==> src/rtl/input_arguments.sv <==
// -----------------------------------------------------------------------------
// input_arguments
// Run-configuration front end for the split L1 cache model. Consumes a byte
// stream of plusargs ("+MODE=<dec> +FILE=<hex>", terminated by 0x00) and holds
// the parsed values on two static outputs.
//
// Ports
//   clk        in   1           single clock, rising edge
//   rst_n      in   1           synchronous, active-low reset
//   char_valid in   1           char_data is valid this cycle
//   char_data  in   8           ASCII argument character
//   char_ready out  1           parser accepts a char (low only once done)
//   file       out  DATA_WIDTH  trace-file descriptor, 0 = no file
//   mode       out  DATA_WIDTH  run mode / verbosity
//   args_done  out  1           sticky, set once the terminator is accepted
//   args_error out  1           sticky, set on any malformed token
// -----------------------------------------------------------------------------
module input_arguments #(
  parameter int                    DATA_WIDTH   = 32,
  parameter logic [DATA_WIDTH-1:0] DEFAULT_MODE = {DATA_WIDTH{1'b0}},
  parameter logic [DATA_WIDTH-1:0] DEFAULT_FILE = {DATA_WIDTH{1'b0}},
  parameter int                    MAX_KEY_LEN  = 8
) (
  input  logic                  clk,
  input  logic                  rst_n,
  input  logic                  char_valid,
  input  logic [7:0]            char_data,
  output logic                  char_ready,
  output logic [DATA_WIDTH-1:0] file,
  output logic [DATA_WIDTH-1:0] mode,
  output logic                  args_done,
  output logic                  args_error
);

  localparam int KEY_W = MAX_KEY_LEN * 8;
  localparam int LEN_W = $clog2(MAX_KEY_LEN + 2);
  // Key length saturates one past the buffer size so an overlong key never
  // aliases onto a short one.
  localparam logic [LEN_W-1:0] LEN_SAT = LEN_W'(MAX_KEY_LEN + 1);
  localparam logic [LEN_W-1:0] LEN_4   = LEN_W'(4);

  localparam logic [31:0] KEY_MODE = 32'h4D4F4445; // "MODE"
  localparam logic [31:0] KEY_FILE = 32'h46494C45; // "FILE"

  typedef enum logic [2:0] {
    ST_SEP  = 3'd0,
    ST_KEY  = 3'd1,
    ST_VAL  = 3'd2,
    ST_SKIP = 3'd3,
    ST_DONE = 3'd4
  } state_t;

  state_t                state_r;
  logic [KEY_W-1:0]      key_buf_r;
  logic [LEN_W-1:0]      key_len_r;
  logic [DATA_WIDTH-1:0] acc_r;
  logic                  is_hex_r;
  logic                  has_digit_r;
  logic [DATA_WIDTH-1:0] file_r;
  logic [DATA_WIDTH-1:0] mode_r;
  logic                  done_r;
  logic                  error_r;
  logic                  ready_r;

  logic                  xfer_s;
  logic                  is_sep_s;
  logic                  is_nul_s;
  logic                  is_plus_s;
  logic                  is_eq_s;
  logic [4:0]            dec_s;
  logic [4:0]            hex_s;
  logic                  digit_ok_s;
  logic [3:0]            digit_s;
  logic [DATA_WIDTH-1:0] acc_next_s;
  logic                  key_is_mode_s;
  logic                  key_is_file_s;

  // Whitespace that separates tokens.
  function automatic logic is_sep(input logic [7:0] c);
    return (c == 8'h20) || (c == 8'h09) || (c == 8'h0A) || (c == 8'h0D);
  endfunction

  // Decimal digit decode: {valid, value}.
  function automatic logic [4:0] dec_digit(input logic [7:0] c);
    if ((c >= 8'h30) && (c <= 8'h39)) begin
      return {1'b1, c[3:0]};
    end else begin
      return 5'b0_0000;
    end
  endfunction

  // Hex digit decode, both letter cases: {valid, value}. Letters a-f / A-F
  // have low nibble 1..6, so adding 9 yields 10..15.
  function automatic logic [4:0] hex_digit(input logic [7:0] c);
    if ((c >= 8'h30) && (c <= 8'h39)) begin
      return {1'b1, c[3:0]};
    end else if (((c >= 8'h61) && (c <= 8'h66)) || ((c >= 8'h41) && (c <= 8'h46))) begin
      return {1'b1, c[3:0] + 4'd9};
    end else begin
      return 5'b0_0000;
    end
  endfunction

  // Character classification and next accumulator value.
  always_comb begin
    xfer_s     = char_valid & ready_r;
    is_sep_s   = is_sep(char_data);
    is_nul_s   = (char_data == 8'h00);
    is_plus_s  = (char_data == 8'h2B);
    is_eq_s    = (char_data == 8'h3D);
    dec_s      = dec_digit(char_data);
    hex_s      = hex_digit(char_data);
    digit_ok_s = 1'b0;
    digit_s    = 4'h0;
    acc_next_s = acc_r;
    if (is_hex_r) begin
      digit_ok_s = hex_s[4];
      digit_s    = hex_s[3:0];
      acc_next_s = {acc_r[DATA_WIDTH-5:0], digit_s};
    end else begin
      digit_ok_s = dec_s[4];
      digit_s    = dec_s[3:0];
      // acc*10 as (acc<<3)+(acc<<1); truncation gives modulo 2^DATA_WIDTH.
      acc_next_s = (acc_r << 3) + (acc_r << 1) + {{(DATA_WIDTH-4){1'b0}}, digit_s};
    end
    key_is_mode_s = (key_len_r == LEN_4) && (key_buf_r[31:0] == KEY_MODE);
    key_is_file_s = (key_len_r == LEN_4) && (key_buf_r[31:0] == KEY_FILE);
  end

  // Parser FSM with registered outputs.
  always_ff @(posedge clk) begin
    if (!rst_n) begin
      state_r     <= ST_SEP;
      key_buf_r   <= {KEY_W{1'b0}};
      key_len_r   <= {LEN_W{1'b0}};
      acc_r       <= {DATA_WIDTH{1'b0}};
      is_hex_r    <= 1'b0;
      has_digit_r <= 1'b0;
      file_r      <= DEFAULT_FILE;
      mode_r      <= DEFAULT_MODE;
      done_r      <= 1'b0;
      error_r     <= 1'b0;
      ready_r     <= 1'b1;
    end else if (xfer_s) begin
      case (state_r)
        ST_SEP: begin
          if (is_sep_s) begin
            state_r <= ST_SEP;
          end else if (is_plus_s) begin
            state_r   <= ST_KEY;
            key_buf_r <= {KEY_W{1'b0}};
            key_len_r <= {LEN_W{1'b0}};
          end else if (is_nul_s) begin
            state_r <= ST_DONE;
            done_r  <= 1'b1;
            ready_r <= 1'b0;
          end else begin
            error_r <= 1'b1;
            state_r <= ST_SKIP;
          end
        end
        ST_KEY: begin
          if (is_eq_s) begin
            acc_r       <= {DATA_WIDTH{1'b0}};
            has_digit_r <= 1'b0;
            if (key_is_mode_s) begin
              is_hex_r <= 1'b0;
              state_r  <= ST_VAL;
            end else if (key_is_file_s) begin
              is_hex_r <= 1'b1;
              state_r  <= ST_VAL;
            end else begin
              error_r <= 1'b1;
              state_r <= ST_SKIP;
            end
          end else if (is_sep_s) begin
            error_r <= 1'b1;
            state_r <= ST_SEP;
          end else if (is_nul_s) begin
            error_r <= 1'b1;
            state_r <= ST_DONE;
            done_r  <= 1'b1;
            ready_r <= 1'b0;
          end else begin
            key_buf_r <= {key_buf_r[KEY_W-9:0], char_data};
            if (key_len_r != LEN_SAT) begin
              key_len_r <= key_len_r + {{(LEN_W-1){1'b0}}, 1'b1};
            end
          end
        end
        ST_VAL: begin
          if (digit_ok_s) begin
            acc_r       <= acc_next_s;
            has_digit_r <= 1'b1;
          end else if (is_sep_s || is_nul_s) begin
            if (has_digit_r) begin
              if (is_hex_r) begin
                file_r <= acc_r;
              end else begin
                mode_r <= acc_r;
              end
            end else begin
              error_r <= 1'b1;
            end
            if (is_nul_s) begin
              state_r <= ST_DONE;
              done_r  <= 1'b1;
              ready_r <= 1'b0;
            end else begin
              state_r <= ST_SEP;
            end
          end else begin
            error_r <= 1'b1;
            state_r <= ST_SKIP;
          end
        end
        ST_SKIP: begin
          if (is_sep_s) begin
            state_r <= ST_SEP;
          end else if (is_nul_s) begin
            state_r <= ST_DONE;
            done_r  <= 1'b1;
            ready_r <= 1'b0;
          end else begin
            state_r <= ST_SKIP;
          end
        end
        ST_DONE: begin
          state_r <= ST_DONE;
        end
        default: begin
          state_r <= ST_SEP;
        end
      endcase
    end
  end

  assign char_ready = ready_r;
  assign file       = file_r;
  assign mode       = mode_r;
  assign args_done  = done_r;
  assign args_error = error_r;

endmodule

==> config.mk <==
export PLATFORM = sky130hd
export DESIGN_NAME = input_arguments
export DESIGN_NICKNAME = d
export VERILOG_FILES = /design/src/rtl/input_arguments.sv
export SDC_FILE = /design/constraint.sdc
export NUM_CORES = 1
export LEC_CHECK = 0
export ABC_AREA = 1
export ABC_CLOCK_PERIOD_IN_PS = 3050
export CAP_MARGIN = 20
export CORE_UTILIZATION = 53
export CTS_CLUSTER_DIAMETER = 50
export DETAILED_ROUTE_END_ITERATION = 7
export PLACE_DENSITY = 0.77
export SLEW_MARGIN = 20
export SYNTH_ARGS = -nofsm -noshare
export SYNTH_HDL_FRONTEND = slang
export SYNTH_SLANG_ARGS = --single-unit
==> constraint.sdc <==
create_clock -name clk -period 3.05 [get_ports clk]
set_input_delay 0.4575 -clock clk [delete_from_list [all_inputs] [get_ports clk]]
set_output_delay 0.4575 -clock clk [all_outputs]
set_load 0.01 [all_outputs]
* After elaboration in Yosys (flattened, before gate mapping)
Cells that the tools add are included.
Widths: inputs -> output; s select.
** Operators by class
- Add/subtract/negate cells :: 4
- $mul :: 0
- Divide/modulo/power cells :: 0
- Magnitude comparators :: 6
- Equal/unequal tests :: 30
- Shift operators :: 0
- Multiplexer cells :: 67
- Bitwise operators :: 3
- Reduce and logical (&&, ||, !) cells :: 26
** Operators with widths (number)
- $mux 32 :: 8
- $pmux 32 s2 :: 2
- $eq 32x31->1 const B :: 2
- $add 32x32->32 :: 1
- $add 32x4->32 :: 1
- $mux 1 :: 32
- $mux 3 :: 10
- $eq 8x4->1 const B :: 3
- $eq 8x6->1 const B :: 3
- $mux 4 :: 6
- $ne 2x2->1 const B :: 12
- $ge 8x7->1 const B :: 2
- $le 8x7->1 const B :: 2
- $mux 5 :: 3
- $pmux 3 s5 :: 1
- $reduce_and 7->1 :: 2
- $reduce_and 6->1 :: 2
- $reduce_and 10->1 :: 1
- $ne 3x3->1 const B :: 3
- $ge 8x6->1 const B :: 1
- $le 8x6->1 const B :: 1
- $logic_not 8->1 :: 1
- $ne 4x4->1 const B :: 2
- $pmux 1 s4 :: 2
- other kinds (20) :: 33
** Word-level totals
- Bits in registers :: 140
- Latch bits :: 0
- Bits in writable memories :: 0
- Bits in read-only memories :: 0
- Input bits :: 11
- Output and inout port bits :: 67
- Word-level logic and storage cells :: 147
- Memories kept :: 0

* Logic depth before layout (Yosys ltp)
Gate-level depths: netlist (run 1).
- Depth after elaboration :: 8
- Gate-level depth with buffers :: 21
- Mapped depth without buffers :: 21

* Worst setup path after synthesis (run 1)
Ideal clock, no wire load.
- Path kind :: input to register
- From :: input char_data[1]
- To :: register acc_r[30]
- Library setup time :: 0.132 ns
- Data arrival time :: 2.772 ns
- Required time :: 2.918 ns
- Slack :: 0.146 ns
- Stages :: 17
- Buffers on the path :: 0
- Path through :: inv_1 > ha_1 > nand2_1 > nand3_2 > nand3_1 > fa_1 > fa_1 > inv_1 > nand3_1 > nand3_1 > nand3_1 > nand3_1 > nand2_1 > nand3_1 > nand3_1 > nand2_1 > a21oi_1
** Between the ends
- Cells in the longest elaborated chain, start to end :: 8
- Elaborated cells on any way between the ends :: 22
- Those cells by class :: 1 x add/sub; 6 x order compare; 3 x eq/ne; 7 x mux; 5 x reduce/logical
** RTL lines
- start, declared :: RTL line 27 : input logic [7:0] char_data,
- parallel branches: the longest is 8 deep, another holds $add 32x4->32
- end signal, assigned :: RTL line 136 : acc_r <= {DATA_WIDTH{1'b0}};
- end signal, assigned :: RTL line 164 : acc_r <= {DATA_WIDTH{1'b0}};
- end signal, assigned :: RTL line 193 : acc_r <= acc_next_s;
- end, declared :: RTL line 56 : logic [DATA_WIDTH-1:0] acc_r;
Several ways; the timed one is not identified. The select of a mux whose other input is x is not followed.
A chain may end at the register's enable or synchronous reset.

* Worst setup path in the final report (run 1)
- From :: input char_data[5]
- To :: register acc_r[27]
The elaborated chain is that of the path after synthesis.

==> summary.md, run 1 <==
| Metric | Value |
|---|---|
| CTS root buffer | clkbuf_16 |
| Cell Chain, Critical Path | clkdlybuf4s50_1 > nand3_2 > inv_2 > nand3_2 > fa_2 > inv_2 > ha_4 > nand2_1 > nor2_2 > nand2_1 > nand3_2 > nand2_1 > nand2_2 > nand2_1 > nand3_1 > nand3_2 > nand2_1 > a21oi_1 |
| Xor/xnor share of the synthesized area | 1.78% |
| Clock Path Buffers | 2 |
| Worst setup EP type | flop |
| Top-count cell post-synth | nand2_1 |
| Seq/Total Area, Yosys | 31.6% |
| Final setup viols | 0 |
| DR vias | 9126 |
| CTS sink cnt | 140 |
| Final hold vios | 0 |
| Antenna violations before repair | 0 |
| H-tree depth | 4 |
| Area of the multi-input gates | 0.00523 mm2 |
| Clk_lat worst skew | 430 ps |
| Post-route ant nets | 0 |
| Fin util | 66.1% |
| Die X-Extent | 131 um |
| Adder-Cell Fraction of Synth Area | 9.78% |
| First-pass GRT wire length | 42500 um |
| Worst vdd ir | 0.426 mV |
| Flop pwr share | 41.4% |
| Final Net Count | 1514 |
| Worst Reg2Reg Path Length in Cells | 12 |
| EDFF count, synth | 0 |
| Pint | 3.35 mW |
| FP Rows | 46 |
| Slew Limit Fails | 0 |
| Prevailing post-synth register cell | dfxtp_1 |
| Slowest stage delay, CP | 590 ps |
| Max Clock Freq | 0.347 GHz |
| Startpoint Class | primary input |
| Fillers | 1492 |
| Stages on worst setup path | 18 |
| Mapped Avg Cell Area | 6.58 um2 |
| Post-synthesis cell type count | 40 |
| Largest net degree at the start of global routing | 62 |
| Leading area contributor after synthesis | dfxtp_1 |
| Share of cells above drive strength 1 | 9.61% |
| Reg2reg start | acc_r[15]$_SDFFE_PN0P_ |
| Seq cells post-synth | 140 |
| Core footprint | 0.0161 mm2 |
| Final Power | 4.49 mW |
| Buf/Inv on CP | 3 |
| TritonCTS buffer count | 17 |
| Rel. slew slack | 52.2% |
| Vias per inst | 5.49 |
| Final min period | 2880 ps |
| IO buf count | 77 |
| Simple-Gate Fraction of Synth Area | 34.7% |
| Routed wire length | 25900 um |
| Area growth syn-to-layout | 20.3% |
| Synth Cell Area | 0.00886 mm2 |
| Synth Area in Compound Gates | 12.0% |
| Share of the synthesized area in the top cell type | 31.6% |
| Mapped Cells | 1346 |
| Starting Density | 55.0% |
| Residual DRC | 0 |
| Switching Fraction | 25.4% |
| WL/cell | 15.6 um |
| CP max-delay cell | fa_2 |
| RePlAce Congestion | 0.944 |
| Total Routing Usage GR | 30.6% |
| Grt ovf | 0 |
| Post-CTS Hold Buffers | 0 |
| Logic pwr share | 8.4% |
| Maxcap violations | 0 |
| Number of I/O pins | 78 |
| Die span in y | 131 um |
| Critical path's most frequent cell | nand2_1 |
| Share of flip-flops with an asynchronous set or reset | 0% |
| CTS tree | yes |
| Ys Warns | 0 |
| Hold slack | 402 ps |
| DRT iter0 DRCs | 720 |
| Drt pass-1 iters | 6 |
| Clock Pin Slew Worst Setup and Hold Paths | 60 ps |
| Multiplexer share of the synthesized area | 0% |
| Die area | 0.0172 mm2 |
| Final period util | 94.5% |
| Critical path class | in2reg |
| CP arrival | 3160 ps |
| Worst slew pin tran | 717 ps |
| Req. time, crit path | 3330 ps |
| Area contributors post-synth | dfxtp_1 32%, nand2_1 15%, ha_1 9.3%, nor2_1 7.6%, a21oi_1 7.3% |
| Hold_sp | char_data[6] |
| Storage cell area | 0.00280 mm2 |
| Syn_nets | 1425 |
| Post-synth top cells | 362 x nand2_1, 180 x nor2_1, 140 x dfxtp_1 |
| RSZ-0062 raised after global routing | no |
| Largest family of logic cells by synthesized area | simple AND/OR/NAND/NOR gates |
| Status | completed |
| Kind of cell adding the most delay to the critical path | simple AND/OR/NAND/NOR gates |
| Clock Skew | 10.5 ps |
| P_leak | 4.97 nW |
| Hold path depth | 3 |
| Crit Path Max Fanout | 3 |
| CP startpoint | char_data[5] |
| N_diodes | 0 |
| HP Class | in2reg |
| NetSw | 1.14 mW |
| Power per cell area | 421 mW/mm2 |
| DP HPWL | 18400 um |
| Clock power share | 50.1% |
| Vias in the first global route | 8479 |
==> worst min-delay path: cells and delay by family <==
kind / cells / cell delay [ps]
buffers and inverters: 1 / 170
AND/OR/NAND/NOR: 1 / 100
AO/OA/AOI/OAI: 1 / 60
==> final timing paths <==
path | slack (ps) | to
worst max-delay path | 170 | acc_r[27]$_SDFFE_PN0P_
worst min-delay path | 400 | key_buf_r[6]$_SDFFE_PN0P_
worst max register to register | 390 | acc_r[27]$_SDFFE_PN0P_
worst min register to register | 450 | args_error$_SDFFE_PN0P_
==> sequential cells by signal, indices dropped and copies added, names as in the netlist <==
name,count
file,32
acc_r,32
key_len_r,4
has_digit_r,1
args_done,1
is_hex_r,1
mode,32
key_buf_r,32
args_error,1
char_ready,1
state_r,3
==> per-layer routing <==
layer | wire (um) | track usage, % | vias to the layer above
met5 | 0 | 0 | -
met2 | 11900 | 49.6 | 360
li1 | - | - | 4552
met1 | 11600 | 40.9 | 4164
met3 | 1780 | 5.71 | 50
met4 | 593 | 10.0 | 0
==> layout by cell type (no fill, tap or decap), types with 2 or more instances in the layout <==
cell / instances
a21o_1: 2
a21oi_1: 128
a21oi_2: 2
and2_1: 3
buf_12: 2
buf_4: 46
bufinv_16: 4
clkbuf_16: 17
clkdlybuf4s50_1: 73
clkinv_2: 2
clkinv_4: 3
clkinvlp_4: 3
dfxtp_1: 140
dlymetal6s2s_1: 3
fa_2: 2
ha_1: 62
ha_2: 3
inv_1: 130
inv_2: 17
inv_6: 2
nand2_1: 359
nand2_2: 9
nand3_1: 92
nand3_2: 9
nand3_4: 2
nand3b_1: 3
nand4_1: 42
nor2_1: 178
nor2_2: 6
nor2_4: 2
nor3_1: 5
nor3_4: 2
o211ai_1: 7
o21ai_0: 42
o21ai_1: 14
o21bai_1: 2
o221ai_1: 2
xnor2_1: 8
xor2_1: 10
==> stage by stage <==
step / worst slack [ps] / cells / TNS, ps / area (um2)
finish: 166 / 1663 / 0 / 10700
detailed placement: -586 / 1629 / -13300 / 9920
floorplan: 146 / 1346 / 0 / 8860
global placement: -489 / 1629 / -11280 / 9920
CTS: 10.6 / 1663 / 0 / 10600
global route: 6.49 / 1663 / 0 / 10700
==> cells by family after synthesis <==
group	count (synthesis)
AND/OR/NAND/NOR	716
buffers and inverters	203
AO/OA/AOI/OAI	201
flip-flops	140
adder cells (fa/ha/maj)	68
XOR/XNOR	18
==> what timing repair did <==
item | in CTS | in global routing
gates resized for setup | 15 | 11
buffers inserted | 3 | 0
setup endpoints to repair | 21 | 26
pin swaps | 6 | 2
==> area by class of cell <==
cell class                      count  area share (%)
Clock buffer                       18            4.12
Clock inverter                     13            1.80
Inverter                          148            5.23
Multi-Input combinational cell   1003            49.1
Sequential cell                   140            26.3
Tap cell                          216            2.54
Timing Repair Buffer              125            10.9
==> power groups by stage <==
stage	Sequential (mW)	Combinational, mW	Clock [mW]
after detailed placement	1.90	0.366	0
after global placement	1.90	0.363	0
after CTS	1.86	0.373	2.26
after global routing	1.86	0.418	2.34
after floorplan	1.90	0.286	0
final	1.86	0.378	2.25
Note: power is estimated with default switching activity, not from simulation.
==> inputs of run 2 (changes only) <==
CORE_ASPECT_RATIO = 1.75   (was default)
==> run 2 against run 1 <==
  * Clock power decreased by 15%
  * Setup slack improved by 34 ps
  * Combinational power increased by 2%
  * Design area increased by 0.31%
  * Register-to-register slack got worse by 140 ps
  * Count of clock-buffer cells in the layout increased by 3
  * Power decreased by 7.3%
  * Flip-flop and latch count unchanged
  * Sequential share of layout area decreased by 0.080 points
  * Core utilization decreased by 0.82 points
  * Hold slack improved by 57 ps
  * Largest cell class unchanged
  * Highest routed layer unchanged
==> summary.md, run 2 (same netlist as run 1, synthesis figures left out) <==
| Metric | Value |
|---|---|
| Status | completed (unchanged) |
| Worst Reg2Reg Path Length in Cells | 11 (was 12) |
| Kind of cell adding the most delay to the critical path | simple AND/OR/NAND/NOR gates (unchanged) |
| Routed wire length | 26700 um (was 25900 um) |
| Slowest stage delay, CP | 600 ps (was 590 ps) |
| Power per cell area | 390 mW/mm2 (was 421 mW/mm2) |
| HP Class | reg2reg (was in2reg) |
| Worst setup EP type | flop (unchanged) |
| Vias per inst | 5.49 (about the same) |
| CTS root buffer | clkbuf_16 (unchanged) |
| Worst slew pin tran | 599 ps (was 717 ps) |
| First-pass GRT wire length | 42700 um (was 42500 um) |
| Residual DRC | 0 (unchanged) |
| Storage cell area | 0.00280 mm2 (unchanged) |
| Final Net Count | 1522 (was 1514) |
| CP max-delay cell | fa_2 (unchanged) |
| Rel. slew slack | 60.1% (was 52.2%) |
| Setup Buffers After CTS | 0 (was 3) |
| Area growth syn-to-layout | 20.6% (was 20.3%) |
| Core footprint | 0.0164 mm2 (was 0.0161 mm2) |
| Final period util | 93.4% (was 94.5%) |
| NetSw | 1.05 mW (was 1.14 mW) |
| FP Rows | 62 (was 46) |
| Worst vdd ir | 0.389 mV (was 0.426 mV) |
| DRT iter0 DRCs | 526 (was 720) |
| Die area | 0.0173 mm2 (was 0.0172 mm2) |
| Logic pwr share | 9.3% (was 8.4%) |
| Total Routing Usage GR | 31.7% (was 30.6%) |
| Crit Path Max Fanout | 4 (was 3) |
| Flop pwr share | 44.7% (was 41.4%) |
| Clk_lat worst skew | 430 ps (about the same) |
| Final hold vios | 0 (unchanged) |
| H-tree depth | 4 (unchanged) |
| Worst R2R End | acc_r[19]$_SDFFE_PN0P_ (was acc_r[27]$_SDFFE_PN0P_) |
| Most frequent cells in the layout | 356 x nand2_1, 179 x nor2_1, 140 x dfxtp_1 (was 359 x nand2_1, 178 x nor2_1, 140 x dfxtp_1) |
| Worst Hold Path EP | args_done$_SDFFE_PN0P_ (was key_buf_r[6]$_SDFFE_PN0P_) |
| Clock Pin Slew Worst Setup and Hold Paths | 60 ps (about the same) |
| Drt pass-1 iters | 5 (was 6) |
| CTS tree | yes (unchanged) |
| Hold_sp | args_done$_SDFFE_PN0P_ (was char_data[6]) |
| Post-place setup slack | -545 ps (was -586 ps) |
| Clock power share | 46.0% (was 50.1%) |
| Die span in y | 173 um (was 131 um) |
| Starting Density | 54.1% (was 55.0%) |
| Post-CTS Hold Buffers | 0 (unchanged) |
| TritonCTS buffer count | 17 (unchanged) |
| R2r setup slk | 250 ps (was 390 ps) |
| Switching Fraction | 25.2% (was 25.4%) |
| Clock Path Buffers | 2 (unchanged) |
| Post-route insts no fill | 1673 (was 1663) |
| Slew Limit Fails | 0 (unchanged) |
| N_diodes | 0 (unchanged) |
| Number of I/O pins | 78 (unchanged) |
| RePlAce Congestion | 1.01 (was 0.944) |
| Pint | 3.12 mW (was 3.35 mW) |
| Critical path class | in2reg (unchanged) |
| RSZ-0062 raised after global routing | no (unchanged) |
| Placed insts | 1648 (was 1629) |
| Share of cells above drive strength 1 | 9.73% (was 9.61%) |
| CTS sink cnt | 140 (unchanged) |
| CP arrival | 3160 ps (about the same) |
| Post-route ant nets | 0 (unchanged) |
| Largest net degree at the start of global routing | 54 (was 62) |
| WL/cell | 16.0 um (was 15.6 um) |
| Hold path depth | 2 (was 3) |
| Die X-Extent | 99.7 um (was 131 um) |
| Reg2reg start | acc_r[14]$_SDFFE_PN0P_ (was acc_r[15]$_SDFFE_PN0P_) |
| Area of the multi-input gates | 0.00525 mm2 (was 0.00523 mm2) |
| Fillers | 1481 (was 1492) |
| Startpoint Class | primary input (unchanged) |
| DP HPWL | 19700 um (was 18400 um) |
| Final setup viols | 0 (unchanged) |
| Max Clock Freq | 0.351 GHz (was 0.347 GHz) |
| Grt ovf | 0 (unchanged) |
| Leading cell type in the layout, fill and taps excluded | nand2_1 (unchanged) |
| P_leak | 5.01 nW (was 4.97 nW) |
| Clock Skew | 14.8 ps (was 10.5 ps) |
| DR vias | 9183 (was 9126) |
| Buf/Inv on CP | 3 (unchanged) |
| Req. time, crit path | 3360 ps (was 3330 ps) |
| IO buf count | 77 (unchanged) |
| Final min period | 2850 ps (was 2880 ps) |
| Vias in the first global route | 8892 (was 8479) |
| Post-route setup slack | 200 ps (was 166 ps) |
| Critical path's most frequent cell | nand2_1 (unchanged) |
| Maxcap violations | 0 (unchanged) |
| Antenna violations before repair | 0 (unchanged) |
| Cell Chain, Critical Path | clkdlybuf4s50_1 > inv_2 > nand2_1 > nand3_2 > nand3_2 > fa_2 > inv_2 > ha_4 > nand2_1 > nand2_1 > nand2_1 > nand2_1 > nand2_1 > nand2_1 > nand2_1 > nand3_1 > nand2_1 > nand2_1 > o21ai_1 > a21oi_1 (was clkdlybuf4s50_1 > nand3_2 > inv_2 > nand3_2 > fa_2 > inv_2 > ha_4 > nand2_1 > nor2_2 > nand2_1 > nand3_2 > nand2_1 > nand2_2 > nand2_1 > nand3_1 > nand3_2 > nand2_1 > a21oi_1) |
| Fin util | 65.3% (was 66.1%) |
-- run 2: changes by cell type in the layout (fill, tap and decap cells not counted), moves of 3 or more --
cell,delta
clkinvlp_4,-3
clkinv_4,-3
nand2_1,-3
buf_12,+5
bufinv_16,-3
buf_4,+3
-- run 2: what timing repair did --
item,CTS,global route
endpoints found under the hold margin,0,0
pin swaps,1,4
setup endpoints to repair,20,27
gates resized for setup,11,18
-- run 2: final cells by class --
class / count / area share, %
tap: 224 / 2.62
clock buffer: 21 / 4.40
clock inverter: 4 / 0.422
sequential: 140 / 26.2
timing repair buffer: 133 / 12.0
inverter: 148 / 5.21
multi-input combinational: 1003 / 49.1
-- run 2: tightest hold or removal path, cell delays in order (launching register included) --
cell	delay (ps)
dfxtp_1	310
inv_1	50
a21oi_1	50
-- run 2: power groups by stage --
stage                     Combinational (mW)  Sequential (mW)  Clock [mW]
after floorplan                        0.286             1.90           0
after global placement                 0.380             1.90           0
after detailed placement               0.383             1.90           0
after CTS                              0.383             1.86        1.92
after global routing                   0.428             1.86        2.00
final                                  0.387             1.86        1.91
-- run 2: worst max-delay path by stage --
stage | slack (ps) | end | startpoint | depth (start not counted)
floorplan | 150 | acc_r[30]$_SDFFE_PN0P_ | char_data[1] | 17
global placement | -490 | acc_r[14]$_SDFFE_PN0P_ | char_data[0] | 17
detailed placement | -550 | acc_r[14]$_SDFFE_PN0P_ | char_data[0] | 17
CTS | 5 | acc_r[18]$_SDFFE_PN0P_ | char_data[1] | 18
global route | 3 | acc_r[18]$_SDFFE_PN0P_ | char_data[2] | 21
finish | 200 | acc_r[19]$_SDFFE_PN0P_ | char_data[2] | 20
-- run 2: metal layers --
metal | vias to the layer above | routed length [um] | global-route usage, %
li1 | 4551 | - | -
met1 | 4179 | 9500 | 31.2
met2 | 330 | 13900 | 57.6
met3 | 123 | 1230 | 4.57
met4 | 0 | 2140 | 25.6
met5 | - | 0 | 0
-- run 2: per-stage QoR --
step	hold slack (ps)	total power, mW	setup TNS, ps	cell area, um2
2_1_floorplan	439	2.19	0	8860
3_3_place_gp	441	2.28	-10550	10100
3_5_place_dp	450	2.28	-12570	10100
4_1_cts	460	4.17	0	10600
5_1_grt	477	4.29	0	10700
6_report	459	4.16	0	10700
==> inputs of run 3 (changes only) <==
REMOVE_ABC_BUFFERS = 1   (was default)
==> run 3 against run 2 <==
  * Sequential share of layout area hardly changed
  * Sequential power barely moved
  * Largest power group unchanged
  * Clock skew fell by 5.2 ps
  * Register-to-register slack improved by 190 ps
  * Power up 3.4%
  * Flip-flop and latch count stayed put
  * Clock power up 8%
==> summary.md, run 3 (same netlist as run 1, synthesis figures left out) <==
| Metric | Value |
|---|---|
| Status | completed (unchanged) |
| Leading cell type in the layout, fill and taps excluded | nand2_1 (unchanged) |
| Clock Pin Slew Worst Setup and Hold Paths | 70 ps (was 60 ps) |
| Worst Hold Path EP | args_done$_SDFFE_PN0P_ (unchanged) |
| Die span in y | 173 um (unchanged) |
| Antenna violations before repair | 0 (unchanged) |
| Buf/Inv on CP | 6 (was 3) |
| Routed wire length | 26000 um (was 26700 um) |
| Clk_lat worst skew | 430 ps (about the same) |
| P_leak | 5.00 nW (was 5.01 nW) |
| Slew Limit Fails | 0 (unchanged) |
| Starting Density | 54.1% (unchanged) |
| Core footprint | 0.0164 mm2 (unchanged) |
| Worst setup EP type | flop (unchanged) |
| Vias per inst | 5.46 (was 5.49) |
| Final min period | 2900 ps (was 2850 ps) |
| Critical path's most frequent cell | nand2_1 (unchanged) |
| TritonCTS buffer count | 17 (unchanged) |
| Post-route ant nets | 0 (unchanged) |
| Final period util | 95.0% (was 93.4%) |
| Startpoint Class | primary input (unchanged) |
| CP max-delay cell | clkdlybuf4s50_1 (was fa_2) |
| H-tree depth | 4 (unchanged) |
| DRT iter0 DRCs | 517 (was 526) |
| Req. time, crit path | 3340 ps (was 3360 ps) |
| FP Rows | 62 (unchanged) |
| Worst Reg2Reg Path Length in Cells | 12 (was 11) |
| Worst R2R End | acc_r[29]$_SDFFE_PN0P_ (was acc_r[19]$_SDFFE_PN0P_) |
| RSZ-0062 raised after global routing | yes (was no) |
| RePlAce Congestion | 0.946 (was 1.01) |
| Critical path class | in2reg (unchanged) |
| Final Net Count | 1513 (was 1522) |
| Die area | 0.0173 mm2 (unchanged) |
| DR vias | 9121 (was 9183) |
| Share of cells above drive strength 1 | 9.54% (was 9.73%) |
| Total Routing Usage GR | 30.7% (was 31.7%) |
| N_diodes | 0 (unchanged) |
| Maxcap violations | 0 (unchanged) |
| Vias in the first global route | 8806 (was 8892) |
| Most frequent cells in the layout | 359 x nand2_1, 179 x nor2_1, 140 x dfxtp_1 (was 356 x nand2_1, 179 x nor2_1, 140 x dfxtp_1) |
| Final setup viols | 0 (unchanged) |
| Post-route insts no fill | 1671 (was 1673) |
| First-pass GRT wire length | 41600 um (was 42700 um) |
| Flop pwr share | 43.2% (was 44.7%) |
| Grt ovf | 0 (unchanged) |
| Post-CTS Hold Buffers | 0 (unchanged) |
| Worst slew pin tran | 604 ps (was 599 ps) |
| HP Class | reg2reg (unchanged) |
| CP startpoint | char_data[5] (was char_data[2]) |
| Max Clock Freq | 0.345 GHz (was 0.351 GHz) |
| Setup Buffers After CTS | 0 (unchanged) |
| Cell Chain, Critical Path | clkdlybuf4s50_1 > nand3_2 > inv_2 > buf_4 > nand2_4 > buf_4 > nor2_1 > ha_1 > ha_2 > inv_1 > fa_1 > inv_2 > nand3_1 > nand3_2 > nand2_1 > nand2_2 > nand2_1 > nand4_1 > nand3_1 > nand2_1 > a21oi_1 (was clkdlybuf4s50_1 > inv_2 > nand2_1 > nand3_2 > nand3_2 > fa_2 > inv_2 > ha_4 > nand2_1 > nand2_1 > nand2_1 > nand2_1 > nand2_1 > nand2_1 > nand2_1 > nand3_1 > nand2_1 > nand2_1 > o21ai_1 > a21oi_1) |
| Clock Path Buffers | 2 (unchanged) |
| Number of I/O pins | 78 (unchanged) |
| Switching Fraction | 27.6% (was 25.2%) |
| Worst vdd ir | 0.432 mV (was 0.389 mV) |
| Final Power | 4.30 mW (was 4.16 mW) |
| Clock power share | 47.8% (was 46.0%) |
| Die X-Extent | 99.7 um (unchanged) |
| Final hold vios | 0 (unchanged) |
| R2r setup slk | 440 ps (was 250 ps) |
| Placed insts | 1639 (was 1648) |
| DP HPWL | 19200 um (was 19700 um) |
| Pint | 3.12 mW (about the same) |
| Power per cell area | 403 mW/mm2 (was 390 mW/mm2) |
| NetSw | 1.19 mW (was 1.05 mW) |
| CTS sink cnt | 140 (unchanged) |
| TNS Setup | 0 ps (unchanged) |
| Rel. slew slack | 59.8% (was 60.1%) |
| Logic pwr share | 9.0% (was 9.3%) |
| CTS root buffer | clkbuf_16 (unchanged) |
| Fin util | 65.2% (was 65.3%) |
| Reg2reg start | acc_r[19]$_SDFFE_PN0P_ (was acc_r[14]$_SDFFE_PN0P_) |
| CP arrival | 3190 ps (was 3160 ps) |
| WL/cell | 15.6 um (was 16.0 um) |
| Hold_sp | args_done$_SDFFE_PN0P_ (unchanged) |
| Kind of cell adding the most delay to the critical path | simple AND/OR/NAND/NOR gates (unchanged) |
| Drt pass-1 iters | 5 (unchanged) |
| CTS tree | yes (unchanged) |
| Slowest stage delay, CP | 490 ps (was 600 ps) |
| Largest net degree at the start of global routing | 84 (was 54) |
| Clock Skew | 9.52 ps (was 14.8 ps) |
| Residual DRC | 0 (unchanged) |
| Crit Path Max Fanout | 5 (was 4) |
| IO buf count | 77 (unchanged) |
| Hold path depth | 2 (unchanged) |
| Area growth syn-to-layout | 20.4% (was 20.6%) |
[run 3: cell count changes in the layout (fill, tap and decap cells not counted), moves of 3 or more]
cell and delta:
clkinvlp_4 +3, clkbuf_8 -3, nand2_2 -3, clkinv_2 -3, nand2_1 +3, inv_6 +5
buf_4 -8
[run 3: what timing repair did]
action | in CTS | in global routing
pin swaps | 2 | 4
endpoints found under the setup margin | 20 | 27
hold endpoints to repair | 0 | 0
resized for setup | 13 | 14
[run 3: area by class of cell]
| type | instances | area (um2) |
|---|---|---|
| multi-input combinational | 1003 | 5240 |
| inverter | 148 | 557 |
| sequential | 140 | 2800 |
| fill | 1532 | 5700 |
| clock buffer | 18 | 429 |
| timing repair buffer | 124 | 1210 |
| clock inverter | 14 | 153 |
| tap | 224 | 280 |
[run 3: metrics by stage]
step / hold slack [ps] / setup WS [ps] / area, um2
floorplan: 441 / 16.0 / 8510
global placement: 441 / -455 / 10000
detailed placement: 447 / -580 / 10000
CTS: 459 / 3.19 / 10600
global route: 489 / -19.6 / 10700
finish: 457 / 152 / 10700
[run 3: how the worst max path moves through the flow]
stage	end	slack, ps	cells past startpoint
after detailed placement	acc_r[31]$_SDFFE_PN0P_	-580	20
after floorplan	mode[0]$_SDFFE_PN0P_	20	10
after CTS	acc_r[13]$_SDFFE_PN0P_	3	17
final	acc_r[26]$_SDFFE_PN0P_	150	21
after global placement	acc_r[31]$_SDFFE_PN0P_	-460	20
after global routing	acc_r[26]$_SDFFE_PN0P_	-20	21
[run 3: power groups by stage]
stage / Combinational (mW) / Clock (mW) / Sequential (mW)
after floorplan: 0.230 / 0 / 1.90
after global placement: 0.378 / 0 / 1.90
after detailed placement: 0.382 / 0 / 1.90
after CTS: 0.384 / 2.07 / 1.86
after global routing: 0.424 / 2.15 / 1.86
final: 0.387 / 2.06 / 1.86
[run 3: metal layers]
layer	routed length [um]	track usage [%]	up-vias
met2	13800	55.7	289
met3	850	3.80	125
met1	8870	28.9	4159
met5	0	0	-
met4	2450	28.9	0
li1	-	-	4548
[run 3: worst register-to-register path, stage by stage (launching register included)]
cell,delay (ps)
dfxtp_1,540
ha_1,310
ha_1,400
nand2_1,140
inv_1,120
nand2_1,70
nor3_1,260
and2_1,210
nand2_1,100
nand3_1,110
nand3_1,90
nand2_1,90
a21oi_1,50
